File: src/rtl/seg7_pkg.sv
// Shared types and helpers for the 7-segment scan driver.
// Holds the scan state encoding, blank pattern and one-hot encoder.
package seg7_pkg;

    typedef enum logic [1:0] {
        STATIC,
        BLANK,
        SHOW
    } seg7_state_t;

    localparam logic [7:0] SEG7_BLANK      = 8'h00;
    localparam int         SEG7_NUM_DIGITS = 6;

    function automatic logic [SEG7_NUM_DIGITS-1:0] seg7_onehot(
        input logic [2:0] idx
    );
        logic [SEG7_NUM_DIGITS-1:0] oh;
        oh = '0;
        for (int i = 0; i < SEG7_NUM_DIGITS; i++) begin
            oh[i] = (idx == 3'(i));
        end
        return oh;
    endfunction

endpackage

File: src/rtl/seg7_dwell_timer.sv
// Loadable down-counter used for the blank and dwell intervals.
// done_o is high whenever the count has reached zero.
module seg7_dwell_timer #(
    parameter int W = 16
) (
    input  logic         clk,
    input  logic         rst,
    input  logic         ena_i,
    input  logic         clr_i,
    input  logic         load_i,
    input  logic [W-1:0] load_val_i,
    output logic         done_o
);

    logic [W-1:0] cnt_q;
    logic [W-1:0] cnt_d;

    // Clear beats load beats count; the count parks at zero.
    always_comb begin
        cnt_d = cnt_q;
        if (clr_i) begin
            cnt_d = '0;
        end else if (load_i) begin
            cnt_d = load_val_i;
        end else if (ena_i && (cnt_q != '0)) begin
            cnt_d = cnt_q - W'(1);
        end
    end

    // Count register.
    always_ff @(posedge clk) begin
        if (rst) begin
            cnt_q <= '0;
        end else begin
            cnt_q <= cnt_d;
        end
    end

    assign done_o = (cnt_q == '0);

endmodule

File: src/rtl/seg7_scan_driver.sv
// Time-multiplexed 6-digit 7-segment scanner with inter-digit blanking.
// Static mode passes the manually selected digit straight through.
module seg7_scan_driver
    import seg7_pkg::*;
#(
    parameter int DWELL_W      = 16,
    parameter int NUM_DIGITS   = SEG7_NUM_DIGITS,
    parameter int BLANK_CYCLES = 4
) (
    input  logic                  clk,
    input  logic                  rst,
    input  logic                  ena,
    input  logic                  scan_en,
    input  logic [DWELL_W-1:0]    dwell,
    input  logic [2:0]            manual_sel,
    input  logic [7:0]            seg_in,
    output logic [2:0]            digit_sel,
    output logic [7:0]            seg_out,
    output logic [NUM_DIGITS-1:0] dig_en,
    output logic                  frame_pulse
);

    localparam int BLANK_W =
        (BLANK_CYCLES > 1) ? $clog2(BLANK_CYCLES) : 1;
    localparam logic [BLANK_W-1:0] BLANK_LD =
        BLANK_W'(BLANK_CYCLES - 1);
    localparam logic [2:0] LAST = 3'(NUM_DIGITS - 1);

    seg7_state_t           state_q;
    logic [2:0]            digit_sel_q;
    logic [7:0]            seg_out_q;
    logic [NUM_DIGITS-1:0] dig_en_q;
    logic                  frame_pulse_q;

    logic blank_ld, dwell_ld, cnt_clr;
    logic blank_done, dwell_done;
    logic man_ok;
    logic [NUM_DIGITS-1:0] oh_sel, oh_man;

    assign oh_sel = NUM_DIGITS'(seg7_onehot(digit_sel_q));
    assign oh_man = NUM_DIGITS'(seg7_onehot(manual_sel));
    assign man_ok = (manual_sel <= LAST);

    // Timer loads happen on the edge that enters BLANK or SHOW.
    always_comb begin
        blank_ld = 1'b0;
        dwell_ld = 1'b0;
        cnt_clr  = 1'b0;
        if (ena) begin
            unique case (state_q)
                STATIC: blank_ld = scan_en;
                BLANK: begin
                    cnt_clr  = !scan_en;
                    dwell_ld = scan_en && blank_done;
                end
                SHOW: begin
                    cnt_clr  = !scan_en;
                    blank_ld = scan_en && dwell_done;
                end
                default: cnt_clr = 1'b1;
            endcase
        end
    end

    seg7_dwell_timer #(.W(BLANK_W)) u_blank (
        .clk       (clk),
        .rst       (rst),
        .ena_i     (ena && (state_q == BLANK)),
        .clr_i     (cnt_clr),
        .load_i    (blank_ld),
        .load_val_i(BLANK_LD),
        .done_o    (blank_done)
    );

    seg7_dwell_timer #(.W(DWELL_W)) u_dwell (
        .clk       (clk),
        .rst       (rst),
        .ena_i     (ena && (state_q == SHOW)),
        .clr_i     (cnt_clr),
        .load_i    (dwell_ld),
        .load_val_i(dwell),
        .done_o    (dwell_done)
    );

    // Scan FSM with registered select, segment and digit outputs.
    always_ff @(posedge clk) begin
        if (rst) begin
            state_q       <= STATIC;
            digit_sel_q   <= '0;
            seg_out_q     <= SEG7_BLANK;
            dig_en_q      <= '0;
            frame_pulse_q <= 1'b0;
        end else if (!ena) begin
            frame_pulse_q <= 1'b0;
        end else begin
            frame_pulse_q <= 1'b0;
            if (!scan_en) begin
                state_q     <= STATIC;
                digit_sel_q <= manual_sel;
                seg_out_q   <= man_ok ? seg_in : SEG7_BLANK;
                dig_en_q    <= man_ok ? oh_man : '0;
            end else begin
                unique case (state_q)
                    STATIC: begin
                        state_q     <= BLANK;
                        digit_sel_q <= '0;
                        seg_out_q   <= SEG7_BLANK;
                        dig_en_q    <= '0;
                    end
                    BLANK: begin
                        if (blank_done) begin
                            state_q   <= SHOW;
                            seg_out_q <= seg_in;
                            dig_en_q  <= oh_sel;
                        end
                    end
                    SHOW: begin
                        if (dwell_done) begin
                            state_q       <= BLANK;
                            seg_out_q     <= SEG7_BLANK;
                            dig_en_q      <= '0;
                            frame_pulse_q <= (digit_sel_q == LAST);
                            digit_sel_q   <= (digit_sel_q == LAST) ?
                                             3'd0 : digit_sel_q + 3'd1;
                        end else begin
                            seg_out_q <= seg_in;
                            dig_en_q  <= oh_sel;
                        end
                    end
                    default: state_q <= STATIC;
                endcase
            end
        end
    end

    assign digit_sel   = digit_sel_q;
    assign seg_out     = seg_out_q;
    assign dig_en      = dig_en_q;
    assign frame_pulse = frame_pulse_q;

endmodule
File: config.mk
export PLATFORM = sky130hd
export DESIGN_NAME = seg7_scan_driver
export DESIGN_NICKNAME = d
export VERILOG_FILES = /design/src/rtl/seg7_pkg.sv /design/src/rtl/seg7_dwell_timer.sv /design/src/rtl/seg7_scan_driver.sv
export SDC_FILE = /design/constraint.sdc
export NUM_CORES = 1
export LEC_CHECK = 0
export CAP_MARGIN = 20
export CORE_UTILIZATION = 50
export DETAILED_ROUTE_END_ITERATION = 6
export GPL_TIMING_DRIVEN = 0
export PLACE_DENSITY = 0.8
export SETUP_SLACK_MARGIN = 0.1
export SLEW_MARGIN = 20
export SYNTH_ARGS = -nofsm -noshare
export SYNTH_HDL_FRONTEND = slang
export SYNTH_SLANG_ARGS = --single-unit
File: constraint.sdc
create_clock -name clk -period 2.7 [get_ports clk]
set_input_delay 0.27 -clock clk [delete_from_list [all_inputs] [get_ports clk]]
set_output_delay 0.27 -clock clk [all_outputs]
set_load 0.1 [all_outputs]
# == Word-level counts from Yosys, hierarchy flattened ==
# Index checks and enable logic that the tools add are counted.
# classes
addsub,3
mul,0
div,0
order_cmp,1
eq_ne,16
shifts,0
n_mux,28
bitwise,4
n_reduce_logical,22
# ops
op,count
$mux W16,2
$mux W8,4
$mux W6,4
$pmux W8 S3,1
$pmux W6 S3,1
$logic_not A16 Y1,1
$reduce_bool A16 Y1,1
$sub A16 B1 Y16 const B,1
$eq A3 B2 Y1 const B,4
$eq A3 B3 Y1 const B,4
$mux W2,5
$mux W3,3
$reduce_and A3 Y1,3
$eq A3 B1 Y1 const B,2
$logic_and A1 B1 Y1,6
$logic_not A3 Y1,2
$ne A3 B3 Y1 const B,2
$pmux W2 S3,1
$pmux W3 S2,1
$reduce_bool A2 Y1,3
$reduce_or A5 Y1,1
$logic_not A2 Y1,2
$mux W1,4
$ne A4 B1 Y1 const B,1
other kinds (10),15
# word_totals
ff_bits,38
latch_bits,0
ram_bits,0
romBits,0
in_bits,31
word_cells,81
mem_count,0

# == Logic depth before layout (Yosys ltp) ==
# depth
depth_word,5
depth_mapped,8

# == Modules after synthesis ==
# From an unflattened synthesis, not the netlist that was laid out.
# unflattened
cells_unflattened,266
hier_area_um2,2284.7
# modules_own_cells
module,n_inst,cells_each,area_per_inst_um2,seq_area_each_um2
seg7_scan_driver,1,117,1081.0,400.4
seg7_dwell_timer at u_dwell,1,135,1072.3,320.3
seg7_dwell_timer at u_blank,1,14,131.4,40.0

# == Worst setup path before layout ==
# OpenSTA, ideal clock, no wires.
# synth_path
path_type,reg-to-reg
from,reg digit_sel_q[1] (netlist: digit_sel[1])
to,reg digit_sel_q[2] (netlist: digit_sel[2])
setup_ns,0.086
t_arrival_ns,2.076
required_ns,2.614
slack_ns,0.539
path_stages_with_launch,7
path_buffers,1
synth_period_minus_slack_ns,2.161
path_cell_list,dfxtp_1 > clkbuf_1 > and2_1 > ha_1 > o32ai_1 > nor2_1 > a211oi_1
# synth_between
elab_chain_cells,5
word_cells_on_any_way,6
classes_between,1 x add/sub; 1 x eq/ne; 4 x mux
# synth_rtl
item,line_no,text
start: declaration,seg7_scan_driver.sv:30,logic [2:0] digit_sel_q;
start signal: assignment,seg7_scan_driver.sv:99,digit_sel_q <= manual_sel;
start signal: assignment,seg7_scan_driver.sv:123,digit_sel_q <= (digit_sel_q == LAST) ?
$add A3 B1 Y3 / $eq A3 B3 Y1 (equally long branches),"seg7_scan_driver.sv:124, seg7_scan_driver.sv:123",
$mux W3 *,seg7_scan_driver.sv:123,
$mux W3 *,seg7_scan_driver.sv:118,if (dwell_done) begin
$pmux W3 S2 *,seg7_scan_driver.sv:103,unique case (state_q)
$mux W3 *,seg7_scan_driver.sv:97,if (!scan_en) begin
# Every way passes the cells marked *; elsewhere a longest branch is shown, timed or not. The select of a mux whose other input is x is not followed.
# A chain may end at the register's enable or synchronous reset.

# == Worst setup path after layout ==
# layout_path
from,reg state_q[0]
to,reg u_dwell.cnt_q[10]
# layout_between
elab_chain_cells,5
word_cells_on_any_way,13
classes_between,2 x eq/ne; 5 x mux; 6 x reduce/logical
# layout_rtl
item,line_no,text
start: declaration,seg7_scan_driver.sv:29,seg7_state_t state_q;
start signal: assignment,seg7_scan_driver.sv:88,state_q <= STATIC;
start signal: assignment,seg7_scan_driver.sv:98,state_q <= STATIC;
start signal: assignment,seg7_scan_driver.sv:105,state_q <= BLANK;
$eq A2 B1 Y1 / $eq A2 B2 Y1 (equally long branches),"seg7_scan_driver.sv:50, seg7_scan_driver.sv:78",
$reduce_or A2 Y1 (no source line),--,
$pmux W1 S2,seg7_scan_driver.sv:50,unique case (state_q)
$mux W1,seg7_scan_driver.sv:49,if (ena) begin
$reduce_or A2 Y1 (no source line),--,
end signal: assignment,seg7_dwell_timer.sv:35,cnt_q <= cnt_d;
end: declaration,seg7_dwell_timer.sv:15,logic [W-1:0] cnt_q;
# Several ways; a longest one is shown, not always the timed one.

==> flow_summary.json <==
{
  "status": "completed",
  "skew_ns": 0.00965,
  "nNetsFinal": 335,
  "routedWlPerCell_um": 14.2,
  "antenna_found_initial": 0,
  "worstPathMaxFanout": 10,
  "synth_area_leader_cell": "dfxtp_1",
  "seqPwrFrac": 0.418,
  "cts_tree": "done",
  "fin_util": 0.673,
  "synth_edf_count": 0,
  "power.net_switching_mw": 0.528,
  "period_share": 0.876,
  "yosys_warnings": 0,
  "leakagePower_nw": 0.963,
  "setup.worst_path.end_class": "flop",
  "pwr-share-comb": 0.310,
  "gp_congestion": 0.837,
  "finalWirelength_mm": 4.93,
  "seq_area_frac_synth": 0.367,
  "finalSetupTns_ns": 0,
  "critical_path_class": "reg -> reg",
  "hpwl_mm": 3.62,
  "syn_inst": 243,
  "grt_overflow": 0,
  "grt_pass1_vias": 1891,
  "avgSynthCellArea_um2": 8.54,
  "clock_power_share": 0.272,
  "ys.flop_type": "dfxtp_1",
  "startpoint_type": "flop",
  "hold_buffers": 0,
  "p_int_mw": 0.962,
  "setup_viol": 0,
  "rows": 23,
  "cts_buffer_depth": 2,
  "die_h_um": 66.4,
  "async_flop_share": 0,
  "netlist_area_um2": 2070,
  "tightest_slew_ns": 0.978,
  "drc": 0,
  "layout_min_cycle_time_ns": 2.36,
  "drt_iter0_drc": 145,
  "synthMostInstantiatedCell": "dfxtp_1",
  "rsz0062_at_grt": "false",
  "arrival_ns": 2.51,
  "power_switching_share": 0.354,
  "max_slew_margin": 0.346,
  "power_density_nw_per_um2": 554,
  "ys_top_cells_by_count": "38 x dfxtp_1, 32 x nor2_1, 15 x a211oi_1, 14 x inv_1, 13 x clkbuf_1",
  "cap_violations": 0,
  "required_ns": 2.85,
  "io_buffers": 46,
  "max_freq_ghz": 0.423,
  "synthTopCellsByArea": "dfxtp_1 37%, nor2_1 5.8%, a211oi_1 5.4%",
  "ios": 49,
  "fin_area_um2": 2690,
  "vias_per_cell": 5.80,
  "dieArea_um2": 4410,
  "num_vias": 2012,
  "yosysUniqueCellTypes": 47,
  "cts_sinks": 38,
  "synth-seq-cells": 38,
  "clk_latency_ns": 0.29,
  "syn_to_final_growth_pct": 29.7,
  "yosysTopAreaCellShare": 0.367,
  "ant_nets": 0,
  "drv_slew": 0,
  "hold_viol": 0,
  "grt_max_degree": 12,
  "start_util": 0.519,
  "n_antenna_cell": 0,
  "ir_drop_mv": 0.257,
  "htree_levels": 2,
  "hold_path.class": "in -> reg",
  "syn_nets": 282,
  "drive_above_1_share": 0.0505,
  "cts_root_buf": "clkbuf_8",
  "numCtsBuffers": 5,
  "gr-usage-all-layers": 0.247,
  "grt_pass1_wl_mm": 8.31,
  "drtPass1Iterations": 4,
  "clkTransAtPathRegs_ns": 0.08,
  "place_area_um2": 2600,
  "die_w_um": 66.4,
  "coreArea_um2": 4000
}
[power groups by stage]
| stage | combinational (mW) | clock, mW | sequential [mW] |
|---|---|---|---|
| after floorplan | 0.212 | 0 | 0.745 |
| after global placement | 0.450 | 0 | 0.633 |
| after detailed placement | 0.456 | 0 | 0.635 |
| after CTS | 0.458 | 0.410 | 0.623 |
| after global routing | 0.497 | 0.439 | 0.628 |
| final | 0.462 | 0.405 | 0.623 |
[metal layers]
metal	track usage	up-vias	part of all wire
met4	0.106	0	0.0081
li1	-	999	-
met1	0.295	936	0.44
met3	0.0431	5	0.057
met5	0	-	0
met2	0.431	72	0.49
[worst max-delay path: stages, from the launching register on]
cell and delay (ns):
dfxtp_1 0.39, inv_1 0.09, ha_1 0.28, clkbuf_1 0.34
mux2i_1 0.23, a21o_1 0.12, clkbuf_1 0.36, clkbuf_2 0.34
a211oi_1 0.07
[through the flow]
step	hold slack, ns	cells	total power [mW]	setup WS, ns
after global routing	0.470	347	1.56	0.193
after detailed placement	0.454	339	1.09	0.199
after CTS	0.439	347	1.49	0.193
after global placement	0.456	339	1.08	0.299
final	0.440	347	1.49	0.335
after floorplan	0.342	243	0.957	0.539
[repair_timing]
item / CTS / global route
resized for setup: 0 / 2
setup endpoints to repair: 0 / 10
setup buffers: 0 / 0
[cells by family (layout without fill, tap and decap cells)]
kind of cell,Yosys count,after routing,share of synthesized area
compound gates,62,62,0.223
xor+xnor,12,12,0.0507
fa+ha+maj,8,8,0.0483
buf+inv,29,83,0.0537
flops,38,38,0.367
mux,2,2,0.00965
simple gates,92,92,0.248
[state kept, by name, indices dropped and copies added, names as in the netlist]
signal / cells
seg_out: 8
u_dwell.cnt_q: 16
u_blank.cnt_q: 2
frame_pulse: 1
dig_en: 6
digit_sel: 3
state_q: 2
[layout by cell type, fill, tap and decap left out, types with 4 or more instances in the layout]
cell / n
nand4_1: 8
a311oi_1: 6
nand3_1: 5
clkbuf_8: 6
a211oi_1: 15
nor3_1: 5
clkbuf_1: 13
nand2_1: 12
ha_1: 8
xor2_1: 7
dfxtp_1: 38
a21oi_1: 8
nor2_1: 32
clkdlybuf4s50_1: 46
a31oi_1: 5
inv_1: 14
nor4_1: 4
xnor2_1: 5
a22o_1: 8
[cell type report]
| cell class | count | area [µm²] |
|---|---|---|
| multi-input cells | 176 | 1200 |
| flip-flops and latches | 38 | 761 |
| clock buffers | 7 | 86.3 |
| inverters | 14 | 52.6 |
| well taps | 50 | 62.6 |
| fillers | 344 | 1310 |
| repair buffers | 46 | 460 |
| plain buffers | 15 | 60.1 |
| clock inverters | 1 | 5.00 |
[path summary, 6_finish.rpt]
path                            slack [ns]           endpoint  cells past startpoint        from
worst max register to register        0.34  u_dwell.cnt_q[10]                      8  state_q[0]
worst max-delay path                  0.34  u_dwell.cnt_q[10]                      8  state_q[0]
worst min register to register        0.47         seg_out[1]                      1  seg_out[1]
worst min-delay path                  0.44         state_q[1]                      4         ena
Note: power is estimated with default switching activity, not from simulation.
